**src/rtl/seq_divider_if.sv**
```systemverilog
// Operand/result bundle between the exponentiation stage (master) and the divider (slave).
interface seq_divider_if #(
    parameter int unsigned W = 16
);
    logic         start;
    logic [W-1:0] dividend;
    logic [W-1:0] divider;
    logic [W-1:0] quotient;
    logic [W-1:0] remainder;
    logic         ready;
    logic         busy;
    logic         div_by_zero;

    modport master (
        output start, dividend, divider,
        input  quotient, remainder, ready, busy, div_by_zero
    );

    modport slave (
        input  start, dividend, divider,
        output quotient, remainder, ready, busy, div_by_zero
    );
endinterface

```
**src/rtl/seq_divider.sv**
```systemverilog
// Restoring unsigned divider, one quotient bit per clock, launched on a rising edge of start.
module seq_divider #(
    parameter int unsigned W = 16
) (
    input logic         clk,
    input logic         rst,
    seq_divider_if.slave bus
);
    localparam int unsigned CW = $clog2(W + 1);

    typedef enum logic [1:0] {IDLE, RUN, ZERO, DONE} state_t;

    state_t        state_q;
    logic          start_q;
    logic [W:0]    rem_q;
    logic [W-1:0]  quo_q;
    logic [W-1:0]  d_q;
    logic [CW-1:0] cnt_q;
    logic [W-1:0]  quotient_q;
    logic [W-1:0]  remainder_q;
    logic          ready_q;
    logic          busy_q;
    logic          dbz_q;

    logic          launch;
    logic [W:0]    t;
    logic [W:0]    rem_d;
    logic [W-1:0]  quo_d;

    assign launch = bus.start & ~start_q;

    always_comb begin
        t     = {rem_q[W-1:0], quo_q[W-1]};
        rem_d = t;
        quo_d = {quo_q[W-2:0], 1'b0};
        // rem_q[W] is always 0 in practice; folding it in keeps the compare exact.
        if (rem_q[W] || (t >= {1'b0, d_q})) begin
            rem_d = t - {1'b0, d_q};
            quo_d = {quo_q[W-2:0], 1'b1};
        end
    end

    always_ff @(posedge clk) begin
        if (rst) begin
            state_q     <= IDLE;
            start_q     <= 1'b0;
            rem_q       <= '0;
            quo_q       <= '0;
            d_q         <= '0;
            cnt_q       <= '0;
            quotient_q  <= '0;
            remainder_q <= '0;
            ready_q     <= 1'b0;
            busy_q      <= 1'b0;
            dbz_q       <= 1'b0;
        end else begin
            start_q <= bus.start;
            case (state_q)
                IDLE, DONE: begin
                    if (launch) begin
                        quo_q   <= bus.dividend;
                        d_q     <= bus.divider;
                        rem_q   <= '0;
                        cnt_q   <= '0;
                        ready_q <= 1'b0;
                        busy_q  <= 1'b1;
                        state_q <= (bus.divider != '0) ? RUN : ZERO;
                    end
                end
                RUN: begin
                    if (cnt_q == CW'(W)) begin
                        quotient_q  <= quo_q;
                        remainder_q <= rem_q[W-1:0];
                        dbz_q       <= 1'b0;
                        busy_q      <= 1'b0;
                        ready_q     <= 1'b1;
                        state_q     <= DONE;
                    end else begin
                        rem_q <= rem_d;
                        quo_q <= quo_d;
                        cnt_q <= cnt_q + CW'(1);
                    end
                end
                ZERO: begin
                    // Two cycles in ZERO so ready lands at E0+2.
                    if (cnt_q == CW'(1)) begin
                        quotient_q  <= '1;
                        remainder_q <= quo_q;
                        dbz_q       <= 1'b1;
                        busy_q      <= 1'b0;
                        ready_q     <= 1'b1;
                        state_q     <= DONE;
                    end else begin
                        cnt_q <= cnt_q + CW'(1);
                    end
                end
            endcase
        end
    end

    assign bus.quotient    = quotient_q;
    assign bus.remainder   = remainder_q;
    assign bus.ready       = ready_q;
    assign bus.busy        = busy_q;
    assign bus.div_by_zero = dbz_q;
endmodule

```
**src/flat_wrapper.sv**
```systemverilog
// flat-port wrapper written by rule: the top's interface ports become plain ports
module seq_divider_flat 
#(
    parameter int unsigned W = 16
)
  (clk, rst, bus_start, bus_dividend, bus_divider, bus_quotient, bus_remainder, bus_ready, bus_busy, bus_div_by_zero);
  seq_divider_if #(.W(W)) bus_i ();
  input logic clk;
  input logic rst;
  input wire logic [$bits(bus_i.start)-1:0] bus_start;
  input wire logic [$bits(bus_i.dividend)-1:0] bus_dividend;
  input wire logic [$bits(bus_i.divider)-1:0] bus_divider;
  output wire logic [$bits(bus_i.quotient)-1:0] bus_quotient;
  output wire logic [$bits(bus_i.remainder)-1:0] bus_remainder;
  output wire logic [$bits(bus_i.ready)-1:0] bus_ready;
  output wire logic [$bits(bus_i.busy)-1:0] bus_busy;
  output wire logic [$bits(bus_i.div_by_zero)-1:0] bus_div_by_zero;
  assign bus_i.start = bus_start;
  assign bus_i.dividend = bus_dividend;
  assign bus_i.divider = bus_divider;
  assign bus_quotient = bus_i.quotient;
  assign bus_remainder = bus_i.remainder;
  assign bus_ready = bus_i.ready;
  assign bus_busy = bus_i.busy;
  assign bus_div_by_zero = bus_i.div_by_zero;
  seq_divider #(.W(W)) u_core (.clk(clk), .rst(rst), .bus(bus_i));
endmodule
```
**config.mk**
```make
export PLATFORM = sky130hd
export DESIGN_NAME = seq_divider_flat
export DESIGN_NICKNAME = d
export VERILOG_FILES = /design/src/rtl/seq_divider_if.sv /design/src/rtl/seq_divider.sv /design/src/flat_wrapper.sv
export SDC_FILE = /design/constraint.sdc
export NUM_CORES = 1
export LEC_CHECK = 0
export CAP_MARGIN = 15
export CORE_ASPECT_RATIO = 1.4
export CORE_MARGIN = 2
export CORE_UTILIZATION = 59
export DETAILED_ROUTE_END_ITERATION = 10
export PLACE_DENSITY = 0.95
export SYNTH_ARGS = -nofsm -noshare
export SYNTH_HDL_FRONTEND = slang
export SYNTH_SLANG_ARGS = --single-unit
export TNS_END_PERCENT = 1
```
**constraint.sdc**
```tcl
create_clock -name clk -period 7.2 [get_ports clk]
set_input_delay 1.44 -clock clk [delete_from_list [all_inputs] [get_ports clk]]
set_output_delay 1.44 -clock clk [all_outputs]
set_load 0.02 [all_outputs]
```
==> metrics.yaml, run 1 <==
status:
  status: "finished, final reports clean"
route:
  wl_um: 13600
  route.antenna.remaining_nets: 0
  vias_per_cell: 6.42
  drt_drc_violations_left: 0
  wl_per_cell_um: 18.1
  dr.pass1.iters: 6
  vias: 4844
  drtIter0Drc: 302
clock_tree:
  clkTransAtPathRegs_ns: 0.06
  cts_tree: "done"
  cts.path.max_buffers: 2
  cts_setup_buffers: 0
  clkLatencyLatePin_ns: 0.35
  cts-root-buf: "clkbuf_16"
  cts_buffers: 9
  hold_buffers: 0
  post_cts_resized: 0
  ctsHtreeMaxLevel: 3
  cts.sinks: 92
placed_design:
  post-place-cells: 738
  dpl.hpwl_um: 9300
  portBuffers: 69
  routabilityCongestion: 0.912
global_routing:
  antenna_found_initial: 0
  grt_max_degree: 77
  grt_overflow_total: 0
  grt_pass1_vias: 4669
  grt_pass1_wl_um: 21800
  grt_usage_pct: 30.2
yosys:
  avgSynthCellArea_sq_um: 8.20
  netlist_top_cells_area: "dfxtp_1, mux2i_1, nor2_1, a211oi_1, ha_1"
  synth_flop_cell: "dfxtp_1"
  synth_warnings: 0
  ys_ff_latch: 92
  synthCells: 605
  synth.most_common_cell: "dfxtp_1"
  async_flop_share_pct: 0
  ys_types: 61
  yosysTopAreaCellShare_pct: 37.1
  synth-edff-count: 0
  post-synth-top-area-cell: "dfxtp_1"
  yosysSeqAreaShare_pct: 37.1
  synth_nets: 662
  synth.cell_area_sq_um: 4960
  synthTopCellsByCount: "dfxtp_1, nor2_1, nand2_1, a211oi_1, a21oi_1"
final_layout:
  fillers: 582
  regArea_sq_um: 1840
  multi_input_area_sq_um: 2850
  fin_cells: 755
  fin_nets: 705
  antenna_cells: 0
  syn_to_final_growth_pct: 20.8
  drive_gt1_share_pct: 5.36
floorplan:
  core_sq_um: 8150
  die_h_um: 112
  ioPinCount: 70
  die_area_sq_um: 9170
  die_width_um: 81.5
  rows: 39
  start_util_pct: 60.9
critical_path:
  slowest_stage: "nor3_2"
  path_class: "input port to flop"
  critPathLaunchType: "input port"
  critPathRequiredTime_ns: 7.46
  crit_fanout: 21
  cp_cell_sequence: "clkdlybuf4s50_1 -> nand2b_1 -> and2_1 -> nor3_2 -> o2111ai_1 -> o211ai_1"
  cp-end-kind: "flop"
  crit_arrival_ns: 3.71
  slowest_delay_ns: 0.90
timing:
  min_period_ns: 3.45
  rsz0062_at_grt: "false"
  post-route-period-util_pct: 48.0
  maxSlewViolCount: 0
  clock_skew_ns: 0.00572
  fmax_mhz: 289
  setup_violations: 0
  fin_tns_setup_ns: 0
  hold_violations: 0
  worst_slew_pin_slew_ns: 1.19
  maxSlewHeadroom_pct: 20.1
worst_hold_path:
  hp-class: "flop to flop"
run:
  max_cap_violations: 0
## path summary, 6_finish.rpt
kind,start,to,slack (ns),cells past startpoint
max reg2reg,u_core.state_q[1],u_core.rem_q[5],3.95,6
min reg2reg,u_core.d_q[7],u_core.d_q[7],0.46,2
max,bus_start,u_core.rem_q[5],3.75,6
min,u_core.d_q[7],u_core.d_q[7],0.46,2
## per-layer routing
metal / vias to the layer above / part of all wire (%) / track usage [%] / wire length [um]
met5: - / 0 / 0 / 0
met4: 0 / 4.0 / 15.9 / 547
met3: 55 / 5.9 / 3.62 / 803
met2: 228 / 51 / 54.2 / 7000
met1: 2275 / 39 / 33.9 / 5290
li1: 2286 / - / - / -
## cell families (layout without fill, tap and decap cells)
| kind of cell | after synthesis | in the layout | share of synthesized area [%] |
|---|---|---|---|
| XOR/XNOR | 6 | 6 | 1.06 |
| AND/OR/NAND/NOR | 234 | 234 | 21.5 |
| AO/OA/AOI/OAI | 148 | 148 | 22.1 |
| multiplexers | 34 | 34 | 6.89 |
| flip-flops | 92 | 92 | 37.1 |
| adder cells (fa/ha/maj) | 22 | 22 | 5.70 |
| buffers and inverters | 69 | 117 | 5.60 |
## flip-flops by register name, summed over array words and instances, names as in the netlist
signal                  cells
u_core.bus.busy             1
u_core.bus.div_by_zero      1
u_core.bus.quotient        16
u_core.bus.ready            1
u_core.bus.remainder       16
u_core.cnt_q                5
u_core.d_q                 16
u_core.quo_q               16
u_core.rem_q               17
u_core.start_q              1
u_core.state_q              2
## final cells by class
type,instances,area share [%]
multi-input combinational,444,47.6
clock buffer,9,3.76
inverter,28,1.80
tap,102,2.13
timing repair buffer,73,11.9
clock inverter,7,2.05
sequential,92,30.7
## layout by cell type, fill, tap and decap left out, types with 2 or more instances in the layout
master           count
a211oi_1            35
a21o_1               4
a21oi_1             34
a221o_1              3
a22oi_1              2
a311oi_1             2
a32o_1               3
a32oi_1              2
and2_1               4
and3_1               2
buf_4                4
bufinv_16            3
clkbuf_16            9
clkdlybuf4s50_1     68
clkinvlp_4           2
dfxtp_1             92
ha_1                21
inv_1               27
mux2i_1             33
nand2_1             66
nand2b_1             3
nand3_1             10
nand4_1              6
nor2_1              79
nor2b_1              5
nor3_1              27
nor4_1              19
o2111ai_1            6
o211ai_1             9
o21a_1               4
o21ai_0             18
o31ai_1              8
or3_1                5
xnor2_1              3
xor2_1               3
## critical path: cells and delay by family
| kind | cells | cell delay, ns |
|---|---|---|
| and+or+nand+nor | 3 | 1.24 |
| buffers and inverters | 1 | 0.47 |
| AOI/OAI and AO/OA | 2 | 0.54 |
## through the flow
step / cell area, sq um / utilization, % / setup WS, ns / hold WS, ns
after detailed placement: 5640 / 69.2 / 3.56 / 0.446
after CTS: 5990 / 73.5 / 3.87 / 0.455
after floorplan: 4960 / - / 4.57 / 0.436
after global placement: 5640 / 69.2 / 3.66 / 0.443
final: 5990 / 73.5 / 3.75 / 0.455
after global routing: 5990 / 73.5 / 3.68 / 0.480
Power of run 1 is left out: the tool's default activity adds up to more than one toggle a clock period on the data nets, which glitch-free logic cannot reach.
==> run 2, diff against run 1 <==
Settings changed: CORE_UTILIZATION 59 to 50, PLACE_DENSITY 0.95 to 0.88.
Clock period 7.2 ns to 2.95 ns, I/O delays scaled along.
==> run 2 against run 1 <==
Against the previous run:
- sequential cell count unchanged
- sequential share of layout area decreased by 0.53 points
- first-iteration DRC count decreased by 33%
- routed wire length decreased by 8.0%
- clock skew about the same
- final cell count increased by 5.7%
- clock-buffer cell count unchanged
- hold slack got worse by 0.0018 ns
- critical path depth increased by 4
- worst setup slack got worse by 3.4 ns
- critical path type is now flop to flop
- largest cell class unchanged
- highest routed layer unchanged
==> metrics.yaml, run 2 (same netlist as run 1, synthesis figures left out) <==
status:
  status: "finished, final reports clean"
timing:
  setup_violations: 0
  maxSlewViolCount: 0
  worst_hold_slack_ns: 0.453
  fin_ws_ns: 0.309
  min_period_ns: 2.64
  worst_slew_pin_slew_ns: 0.938
  hold_violations: 0
  maxSlewHeadroom_pct: 37.5
  rsz0062_at_grt: "false"
  post-route-period-util_pct: 89.5
  fmax_mhz: 379
  clock_skew_ns: 0.00542
  fin_tns_setup_ns: 0
clock_tree:
  hold_buffers: 0
  clkLatencyLatePin_ns: 0.35
  cts_setup_buffers: 0
  clkTransAtPathRegs_ns: 0.07
  cts.path.max_buffers: 2
  cts_tree: "done"
  ctsHtreeMaxLevel: 3
  post_cts_resized: 0
  cts-root-buf: "clkbuf_16"
  cts_buffers: 9
  cts.sinks: 92
route:
  drtIter0Drc: 202
  wl_um: 12600
  vias_per_cell: 6.01
  drt_drc_violations_left: 0
  route.antenna.remaining_nets: 0
  wl_per_cell_um: 15.7
  dr.pass1.iters: 5
  vias: 4797
worst_hold_path:
  hp-class: "flop to flop"
final_layout:
  layout_commonest_cell: "dfxtp_1"
  fin_nets: 715
  drive_gt1_share_pct: 6.79
  final_cell_area_sq_um: 6100
  fin_cells: 798
  max_flop_register: "u_core.rem_q"
  syn_to_final_growth_pct: 23.0
  largest_reg_flops: 17
  utilization_pct: 62.3
  final_cell_mix: "dfxtp_1, nor2_1, clkdlybuf4s50_1"
  antenna_cells: 0
critical_path:
  critPathRequiredTime_ns: 3.21
  crit_end: "u_core.rem_q[12]"
  path_class: "flop to flop"
  critPathLaunchType: "flop"
  rrSetupSlack_ns: 0.31
  crit_fanout: 5
  cp-end-kind: "flop"
  crit_arrival_ns: 2.90
  startpoint: "u_core.quo_q[15]"
  r2r_start: "u_core.quo_q[15]"
  reg2reg_to: "u_core.rem_q[12]"
  r2r_cells: 10
placed_design:
  portBuffers: 69
  place_area_sq_um: 5770
  dpl_worst_slack_ns: 0.384
  post-place-cells: 782
  routabilityCongestion: 0.951
  dpl.hpwl_um: 9290
pwr:
  power.density_nw_per_um2: 1430
  ir_drop_mv: 0.875
  p_total_mw: 8.71
  total_leakage_power_nw: 2.23
global_routing:
  grt_max_degree: 53
  antenna_found_initial: 0
  grt_usage_pct: 24.3
  grt_pass1_vias: 4551
  grt_pass1_wl_um: 20700
  grt_overflow_total: 0
floorplan:
  core_sq_um: 9790
  ioPinCount: 70
  rows: 43
  die_width_um: 88.2
  die_area_sq_um: 10700
  start_util_pct: 50.7
  die_h_um: 122
run:
  max_cap_violations: 0
[run 2: power breakdown]
part	leakage (nW)	internal [mW]	switching, mW
Combinational	1.32	2.15	3.40
Sequential	0.755	1.61	0.285
Clock	0.156	0.748	0.510
Total	2.23	4.51	4.20
[run 2: layout make-up]
type | instances | area [sq um]
Clock buffer | 9 | 225
Clock inverter | 7 | 98.8
Fill cell | 822 | 3690
Inverter | 28 | 108
Multi-Input combinational cell | 444 | 2850
Sequential cell | 92 | 1840
Tap cell | 135 | 169
Timing Repair Buffer | 83 | 803
[run 2: how the worst min path moves through the flow]
stage / start / end / cells after the start
floorplan: u_core.d_q[10] / u_core.d_q[10] / 2
global placement: u_core.d_q[7] / u_core.d_q[7] / 2
detailed placement: u_core.d_q[6] / u_core.d_q[6] / 2
CTS: u_core.d_q[6] / u_core.d_q[6] / 2
global route: u_core.d_q[3] / u_core.d_q[3] / 2
finish: u_core.d_q[3] / u_core.d_q[3] / 2
[run 2: layer usage]
layer | GRT usage, % | routed length (um) | vias up
li1 | - | - | 2311
met1 | 28.0 | 5110 | 2253
met2 | 41.6 | 6260 | 194
met3 | 4.47 | 712 | 39
met4 | 13.8 | 468 | 0
met5 | 0 | 0 | -
[run 2: critical path, stage by stage (launching register included)]
cell,delay [ns]
dfxtp_1,0.38
inv_1,0.10
ha_1,0.22
fa_1,0.44
nor2b_1,0.27
o31ai_1,0.15
a211oi_1,0.28
buf_4,0.18
mux2i_1,0.20
a22oi_1,0.11
o31ai_1,0.22
No activity file was read; power rests on OpenSTA's default activity.
==> run 3, diff against run 2 <==
Settings changed: CORE_MARGIN 2 to 3.
==> run 3 against run 2 <==
Against the previous run:
- first-iteration DRC count grew 80%
- hold slack improved by 0.0025 ns
- sequential power about the same
- sequential share of layout area rose by 0.24 points
- sequential cell count did not move
- critical path depth shrank 3
- largest cell class unchanged
- largest power group unchanged
- power shrank 1.4%
- via count fell by 0.60%
- combinational power about the same
- clock power fell by 13%
==> metrics.yaml, run 3 (same netlist as run 1, synthesis figures left out) <==
final_layout:
  final_cell_mix: "dfxtp_1, nor2_1, clkdlybuf4s50_1"
  fin_nets: 714
  layout_commonest_cell: "dfxtp_1"
  drive_gt1_share_pct: 6.80
  max_flop_register: "u_core.rem_q"
  largest_reg_flops: 17
  fillers: 803
  antenna_cells: 0
  syn_to_final_growth_pct: 22.0
clock_tree:
  cts_buffers: 9
  cts_tree: "done"
  cts-root-buf: "clkbuf_16"
  ctsHtreeMaxLevel: 3
  clkLatencyLatePin_ns: 0.35
  cts.path.max_buffers: 2
  cts.sinks: 92
  clkTransAtPathRegs_ns: 0.07
route:
  vias: 4768
  wl_per_cell_um: 16.8
  dr.pass1.iters: 7
  route.antenna.remaining_nets: 0
  wl_um: 13300
  drt_drc_violations_left: 0
  vias_per_cell: 6.01
  drtIter0Drc: 363
timing:
  worst_slew_pin_slew_ns: 1.06
  min_period_ns: 2.78
  maxSlewViolCount: 0
  worst_hold_slack_ns: 0.456
  clock_skew_ns: 0.0110
  fmax_mhz: 360
  fin_tns_setup_ns: 0
  post-route-period-util_pct: 94.2
  maxSlewHeadroom_pct: 29.4
  rsz0062_at_grt: "false"
  hold_violations: 0
  setup_violations: 0
pwr:
  ir_drop_mv: 0.805
  total_leakage_power_nw: 2.21
  power.density_nw_per_um2: 1420
floorplan:
  core_sq_um: 9560
  rows: 42
  die_h_um: 124
  die_width_um: 90.2
  start_util_pct: 51.9
  ioPinCount: 70
  die_area_sq_um: 11200
worst_hold_path:
  hp-class: "flop to flop"
critical_path:
  crit_fanout: 18
  crit_arrival_ns: 3.01
  critPathRequiredTime_ns: 3.18
  critPathLaunchType: "flop"
  path_class: "flop to flop"
  cp-end-kind: "flop"
placed_design:
  dpl.hpwl_um: 9880
  portBuffers: 69
  routabilityCongestion: 1.03
global_routing:
  grt_pass1_wl_um: 21500
  antenna_found_initial: 0
  grt_pass1_vias: 4501
  grt_max_degree: 41
  grt_usage_pct: 24.1
  grt_overflow_total: 0
status:
  status: "finished, final reports clean"
run:
  max_cap_violations: 0
-- run 3: worst paths after layout --
| kind | endpoint | start | cells after the start | slack (ns) |
|---|---|---|---|---|
| worst max-delay path | u_core.rem_q[2] | u_core.rem_q[13] | 7 | 0.17 |
| worst min-delay path | u_core.d_q[10] | u_core.d_q[10] | 2 | 0.46 |
| worst max register to register | u_core.rem_q[2] | u_core.rem_q[13] | 7 | 0.17 |
| worst min register to register | u_core.d_q[10] | u_core.d_q[10] | 2 | 0.46 |
-- run 3: where the power goes --
part	internal [mW]	switching [mW]	leakage (nW)
clock network	0.581	0.514	0.133
registers	1.61	0.289	0.755
logic	2.12	3.48	1.32
-- run 3: worst max-delay path, cell delays in order (launching register included) --
cell	delay (ns)
dfxtp_1	0.47
ha_1	0.36
a21o_1	0.21
a2111oi_2	0.54
o41ai_4	0.35
inv_4	0.18
nand2_2	0.16
a221o_1	0.38
-- run 3: layout make-up --
type                    count  area, sq um  area share (%)
inverters                  28          108            1.78
multi-input cells         444         2860            47.2
clock inverters             7         58.8           0.972
well taps                 132          165            2.73
flip-flops and latches     92         1840            30.4
clock buffers               9          225            3.72
repair buffers             82          796            13.2
-- run 3: per-stage QoR --
stage | cells | cell area [sq um] | setup slack [ns] | power (mW) | utilization (%)
2_1_floorplan | 605 | 4960 | 0.560 | 5.93 | -
6_report | 794 | 6050 | 0.170 | 8.58 | 63.3
5_1_grt | 794 | 6050 | 0.0270 | 9.16 | 63.3
4_1_cts | 794 | 6050 | 0.170 | 8.48 | 63.2
3_5_place_dp | 778 | 5760 | 0.227 | 7.34 | 60.3
3_3_place_gp | 778 | 5760 | 0.226 | 7.17 | 60.3
-- run 3: timing repair --
action,in CTS,in global routing
gates resized for setup,0,1
endpoints found under the setup margin,0,1
hold buffers,0,0
setup buffers,0,0
-- run 3: layer usage --
layer	routed length [um]	track usage [%]	part of all wire, %
met3	838	4.23	6.3
met5	0	0	0
met2	6720	43.4	50
met4	571	14.2	4.3
met1	5220	26.8	39
